### src/rtl/serial_arith_pkg.sv
// serial_arith_pkg: shared state encoding, default width and counter sizing for the serial adder
package serial_arith_pkg;
    typedef enum logic [1:0] {IDLE, SHIFT, DONE} state_e;
    localparam int DEFAULT_WIDTH = 8;
    function automatic int cnt_width(input int w);
        return (w < 2) ? 1 : $clog2(w);
    endfunction
endpackage

### src/rtl/serial_adder_ctrl_if.sv
// serial_adder_ctrl_if: request/result bundle between a requester and the serial adder
interface serial_adder_ctrl_if #(parameter int WIDTH = 8);
    logic             start;
    logic             sub;
    logic             cin;
    logic [WIDTH-1:0] op_a;
    logic [WIDTH-1:0] op_b;
    logic             ready;
    logic             busy;
    logic             done;
    logic [WIDTH-1:0] sum;
    logic             cout;
    logic             ovf;
    modport master (
        output start, sub, cin, op_a, op_b,
        input  ready, busy, done, sum, cout, ovf
    );
    modport slave (
        input  start, sub, cin, op_a, op_b,
        output ready, busy, done, sum, cout, ovf
    );
endinterface

### src/rtl/full_adder_cell.sv
// full_adder_cell: combinational 1-bit sum/carry cell
module full_adder_cell (
    input  logic a_i,
    input  logic b_i,
    input  logic cin_i,
    output logic sum_o,
    output logic carry_o
);
    assign sum_o   = a_i ^ b_i ^ cin_i;
    assign carry_o = (a_i & b_i) | (a_i & cin_i) | (b_i & cin_i);
endmodule

### src/rtl/serial_adder_ctrl.sv
// serial_adder_ctrl: LSB-first bit-serial add/subtract sequencer around one full-adder cell
module serial_adder_ctrl
    import serial_arith_pkg::*;
#(
    parameter int WIDTH = DEFAULT_WIDTH
) (
    input logic               clk,
    input logic               rst,
    serial_adder_ctrl_if.slave bus
);
    localparam int CW = cnt_width(WIDTH);
    state_e           state_q;
    logic [CW-1:0]    cnt_q;
    logic [WIDTH-1:0] a_q, b_q, res_q, sum_q;
    logic [WIDTH-1:0] res_d;
    logic             carry_q, carry_prev_q;
    logic             ready_q, busy_q, done_q, cout_q, ovf_q;
    logic             s, c, last;
    full_adder_cell u_fa (
        .a_i    (a_q[0]),
        .b_i    (b_q[0]),
        .cin_i  (carry_q),
        .sum_o  (s),
        .carry_o(c)
    );
    assign res_d = {s, res_q[WIDTH-1:1]};
    assign last  = cnt_q == CW'(WIDTH - 1);
    // Subtraction is A + ~B + 1, so the operand is inverted at capture time.
    always_ff @(posedge clk or posedge rst) begin
        if (rst) begin
            state_q      <= IDLE;
            cnt_q        <= '0;
            a_q          <= '0;
            b_q          <= '0;
            res_q        <= '0;
            carry_q      <= 1'b0;
            carry_prev_q <= 1'b0;
            ready_q      <= 1'b1;
            busy_q       <= 1'b0;
            done_q       <= 1'b0;
            sum_q        <= '0;
            cout_q       <= 1'b0;
            ovf_q        <= 1'b0;
        end else begin
            case (state_q)
                IDLE: if (bus.start) begin
                    a_q     <= bus.op_a;
                    b_q     <= bus.sub ? ~bus.op_b : bus.op_b;
                    carry_q <= bus.sub | bus.cin;
                    cnt_q   <= '0;
                    state_q <= SHIFT;
                    ready_q <= 1'b0;
                    busy_q  <= 1'b1;
                end
                SHIFT: begin
                    a_q     <= a_q >> 1;
                    b_q     <= b_q >> 1;
                    res_q   <= res_d;
                    carry_q <= c;
                    cnt_q   <= last ? '0 : cnt_q + CW'(1);
                    if (last) begin
                        carry_prev_q <= carry_q;
                        sum_q        <= res_d;
                        cout_q       <= c;
                        ovf_q        <= carry_q ^ c;
                        done_q       <= 1'b1;
                        state_q      <= DONE;
                    end
                end
                DONE: begin
                    done_q  <= 1'b0;
                    busy_q  <= 1'b0;
                    ready_q <= 1'b1;
                    state_q <= IDLE;
                end
                default: state_q <= IDLE;
            endcase
        end
    end
    assign bus.ready = ready_q;
    assign bus.busy  = busy_q;
    assign bus.done  = done_q;
    assign bus.sum   = sum_q;
    assign bus.cout  = cout_q;
    assign bus.ovf   = ovf_q;
endmodule

### src/flat_wrapper.sv
// flat-port wrapper written by rule: the top's interface ports become plain ports
module serial_adder_ctrl_flat import serial_arith_pkg::*;
#(
    parameter int WIDTH = DEFAULT_WIDTH
)
  (clk, rst, bus_start, bus_sub, bus_cin, bus_op_a, bus_op_b, bus_ready, bus_busy, bus_done, bus_sum, bus_cout, bus_ovf);
  serial_adder_ctrl_if #(.WIDTH(WIDTH)) bus_i ();
  input logic clk;
  input logic rst;
  input wire logic [$bits(bus_i.start)-1:0] bus_start;
  input wire logic [$bits(bus_i.sub)-1:0] bus_sub;
  input wire logic [$bits(bus_i.cin)-1:0] bus_cin;
  input wire logic [$bits(bus_i.op_a)-1:0] bus_op_a;
  input wire logic [$bits(bus_i.op_b)-1:0] bus_op_b;
  output wire logic [$bits(bus_i.ready)-1:0] bus_ready;
  output wire logic [$bits(bus_i.busy)-1:0] bus_busy;
  output wire logic [$bits(bus_i.done)-1:0] bus_done;
  output wire logic [$bits(bus_i.sum)-1:0] bus_sum;
  output wire logic [$bits(bus_i.cout)-1:0] bus_cout;
  output wire logic [$bits(bus_i.ovf)-1:0] bus_ovf;
  assign bus_i.start = bus_start;
  assign bus_i.sub = bus_sub;
  assign bus_i.cin = bus_cin;
  assign bus_i.op_a = bus_op_a;
  assign bus_i.op_b = bus_op_b;
  assign bus_ready = bus_i.ready;
  assign bus_busy = bus_i.busy;
  assign bus_done = bus_i.done;
  assign bus_sum = bus_i.sum;
  assign bus_cout = bus_i.cout;
  assign bus_ovf = bus_i.ovf;
  serial_adder_ctrl #(.WIDTH(WIDTH)) u_core (.clk(clk), .rst(rst), .bus(bus_i));
endmodule
### config.mk
export PLATFORM = sky130hd
export DESIGN_NAME = serial_adder_ctrl_flat
export DESIGN_NICKNAME = d
export VERILOG_FILES = /design/src/rtl/serial_arith_pkg.sv /design/src/rtl/serial_adder_ctrl_if.sv /design/src/rtl/full_adder_cell.sv /design/src/rtl/serial_adder_ctrl.sv /design/src/flat_wrapper.sv
export SDC_FILE = /design/constraint.sdc
export NUM_CORES = 1
export LEC_CHECK = 0
export BUFFER_PORTS_ARGS = -buffer_cell sky130_fd_sc_hd__buf_2
export CORE_ASPECT_RATIO = 0.5
export CORE_UTILIZATION = 54
export DETAILED_ROUTE_END_ITERATION = 12
export HOLD_SLACK_MARGIN = 0.06
export PLACE_DENSITY = 0.79
export SYNTH_ARGS = -nofsm -noshare
export SYNTH_HDL_FRONTEND = slang
export SYNTH_HIERARCHICAL = 1
export SYNTH_SLANG_ARGS = --single-unit
### constraint.sdc
create_clock -name clk -period 2 [get_ports clk]
set_input_delay 0 -clock clk [delete_from_list [all_inputs] [get_ports clk]]
set_output_delay 0 -clock clk [all_outputs]
set_load 0.01 [all_outputs]
==> impl_metrics.yaml <==
synthesis:
  yosys_warnings: 6
  synth_area_sq_mm: 0.00188
  synth_flop_cell: "dfrtp_1"
  yosysMostFrequentCell: "dfrtp_1"
  synth.ff_latch_count: 42
  synth_top_area_cell: "dfrtp_1"
  synth.distinct_cells: 29
  synthTopCellsByCount: "dfrtp_1 (41), nand2_1 (15), mux2_2 (10)"
  syn_avg_cell_area_sq_um: 12.8
  async_reset_ff_frac: 1.00
  synth_edf_count: 0
  synthCells: 146
  syn-num-nets: 170
  synth_top_area_share: 0.547
  yosysSeqAreaShare: 0.561
  netlist_top_cells_area: "dfrtp_1 (55%), mux2_2 (6.0%), a221o_1 (3.7%)"
timing:
  period_share: 0.817
  hold_slack_ns: 0.0705
  rsz0062_at_grt: "no"
  hold_viol: 0
  slew_headroom: 0.540
  timing.setup.tns_ns: 0
  min_period_ns: 1.63
  final.setup.worst_slack_ns: 0.366
  max_freq_mhz: 612
  timing.final.max_slew_violations: 0
  skew_ns: 0.00560
  max_slew.worst_pin.slew_ns: 0.689
  finalSetupViolCount: 0
finish:
  fin_nets: 214
  n_antenna_cell: 0
  area_growth_pct: 19.9
  drive_gt1_frac: 0.309
  seqCellArea_sq_mm: 0.00105
  fillers: 228
  final_cells: 231
  multi_input_area_sq_um: 743
worst_setup_path:
  crit_fanout: 12
  cp-end-kind: "register"
  crit_arrival_ns: 1.81
  cp.required_ns: 2.18
  path_class: "reg -> reg"
  cp_cell_sequence: "nor2b_1, mux2_2"
  crit_slowest_cell: "nor2b_1"
  slowest_delay_ns: 0.60
  r2r_slack_ns: 0.37
  path_delay_family: "simple AND/OR/NAND/NOR gates"
  crit_path_start_kind: "register"
  crit_buf_inv: 0
detailed_routing:
  wl_per_cell_um: 14.4
  drt-initial-drc-count: 47
  antenna_left: 0
  drc: 0
  vias_per_cell: 5.39
  drt_wl_total_um: 3330
  num_vias: 1245
  drtPass1Iterations: 4
floorplan:
  die_w_um: 85.3
  initial_core_util: 0.595
  fp-row-count: 14
  die_area_sq_mm: 0.00373
  die_height_um: 43.7
  ios: 34
  core_area_sq_mm: 0.00315
placed_design:
  portBuffers: 33
  place_congestion: 0.743
  dp_hpwl_um: 2200
  dp_cells: 215
  pre_cts_ws_ns: 0.379
run_status:
  outcome: "finished, final reports clean"
clocking:
  clock-sinks: 42
  clock-root-buffer: "clkbuf_8"
  cts_setup_buffers: 0
  cts_buffers: 5
  clock_latency_ns: 0.29
  clk_pin_slew_ns: 0.08
  cts_tree: "done"
  postCtsHoldBufs: 8
  htreeDepth: 2
  ctsResizeCount: 0
  clockBufferDepth: 2
global_routing:
  overflow: 0
  grt_pass1_vias: 1248
  antenna_found_initial: 0
  grt_start_max_net_pins: 43
  grt_pass1_wl_um: 5750
  grt.total_usage: 0.208
power_and_ir_drop:
  powerDensity_mw_per_mm2: 1450
  power.total_mw: 3.26
  ir_drop_uv: 504
  p_leak_nw: 1.10
worst_hold_path:
  min_path_type: "in -> reg"
run:
  drv_cap: 0
worst reg2reg max path, cell delays in order (launching register included):
cell and delay (ns):
dfrtp_1 0.51, nor2b_1 0.60, mux2_2 0.41
state kept, by name, summed over array words and instances, names as in the netlist:
signal / count
u_core/a_q: 8
u_core/b_q: 8
u_core/bus.sum: 8
u_core/res_q: 7
u_core/cnt_q: 3
u_core/state_q: 2
u_core/bus.busy: 1
u_core/bus.cout: 1
u_core/bus.done: 1
u_core/bus.ovf: 1
u_core/bus.ready: 1
u_core/carry_q: 1
logic make-up (layout without fill, tap and decap cells):
logic type                 count (synthesis)  count (layout)  synth area share
adders and majority gates                  3               3            0.0240
buffers and inverters                     12              57            0.0427
and+or+nand+nor                           31              31            0.0974
DFF                                       42              42             0.561
AOI/OAI and AO/OA                         33              33             0.137
xor gates and xnor gates                   9               9            0.0420
muxes                                     16              16            0.0961
final cells by class:
| class | count | share of cell area |
|---|---|---|
| inverter | 3 | 0.00501 |
| multi-input combinational | 92 | 0.330 |
| clock inverter | 2 | 0.0167 |
| clock buffer | 6 | 0.0323 |
| tap | 40 | 0.0222 |
| sequential | 42 | 0.468 |
| timing repair buffer | 46 | 0.126 |
metal layers:
layer	wire length (um)	global-route usage	share of wire	vias up
met3	132	0.0571	0.040	2
met2	1510	0.331	0.45	29
met5	0	0	0	-
met4	31	0.0900	0.0093	0
met1	1650	0.277	0.50	609
li1	-	-	-	605
worst paths after layout:
| check | cells past startpoint | startpoint | to |
|---|---|---|---|
| min in group asynchronous | 4 | rst | u_core/bus.sum[1] |
| min | 3 | bus_op_b[7] | u_core/b_q[7] |
| max in group asynchronous | 4 | rst | u_core/bus.ready |
| max | 2 | u_core/state_q[1] | u_core/res_q[4] |
| min reg2reg | 2 | u_core/bus.ready | u_core/bus.ready |
| max reg2reg | 2 | u_core/state_q[1] | u_core/res_q[4] |
per-stage QoR:
step | util | area [sq um]
2_1_floorplan | - | 1880
3_5_place_dp | 0.653 | 2060
5_1_grt | 0.713 | 2250
6_report | 0.713 | 2250
4_1_cts | 0.713 | 2250
3_3_place_gp | 0.653 | 2060
placed cells by master (no fill, tap or decap):
cell	instances
dfrtp_1	41
buf_2	33
nand2_1	15
mux2_2	10
dlygate4sd3_1	8
xor2_1	8
o21ai_1	8
and3b_1	7
a221o_1	7
a22oi_1	7
mux2_1	6
clkbuf_8	5
buf_4	5
a22o_1	4
nand2b_1	3
inv_1	3
nor2b_1	2
o21ai_0	2
nor2_1	2
a2bb2oi_1	2
ha_1	2
clkinvlp_4	1
bufinv_16	1
clkbuf_1	1
o21bai_4	1
nor2_2	1
nand3b_4	1
xnor2_1	1
o21a_1	1
a21oi_1	1
dfstp_2	1
fa_1	1
report_power, final:
part	switching, mW	internal, mW	leakage [nW]
logic	0.542	0.613	0.529
registers	0.221	1.23	0.517
clock network	0.285	0.372	0.0514
total	1.05	2.22	1.10
No activity file was read; power rests on OpenSTA's default activity.
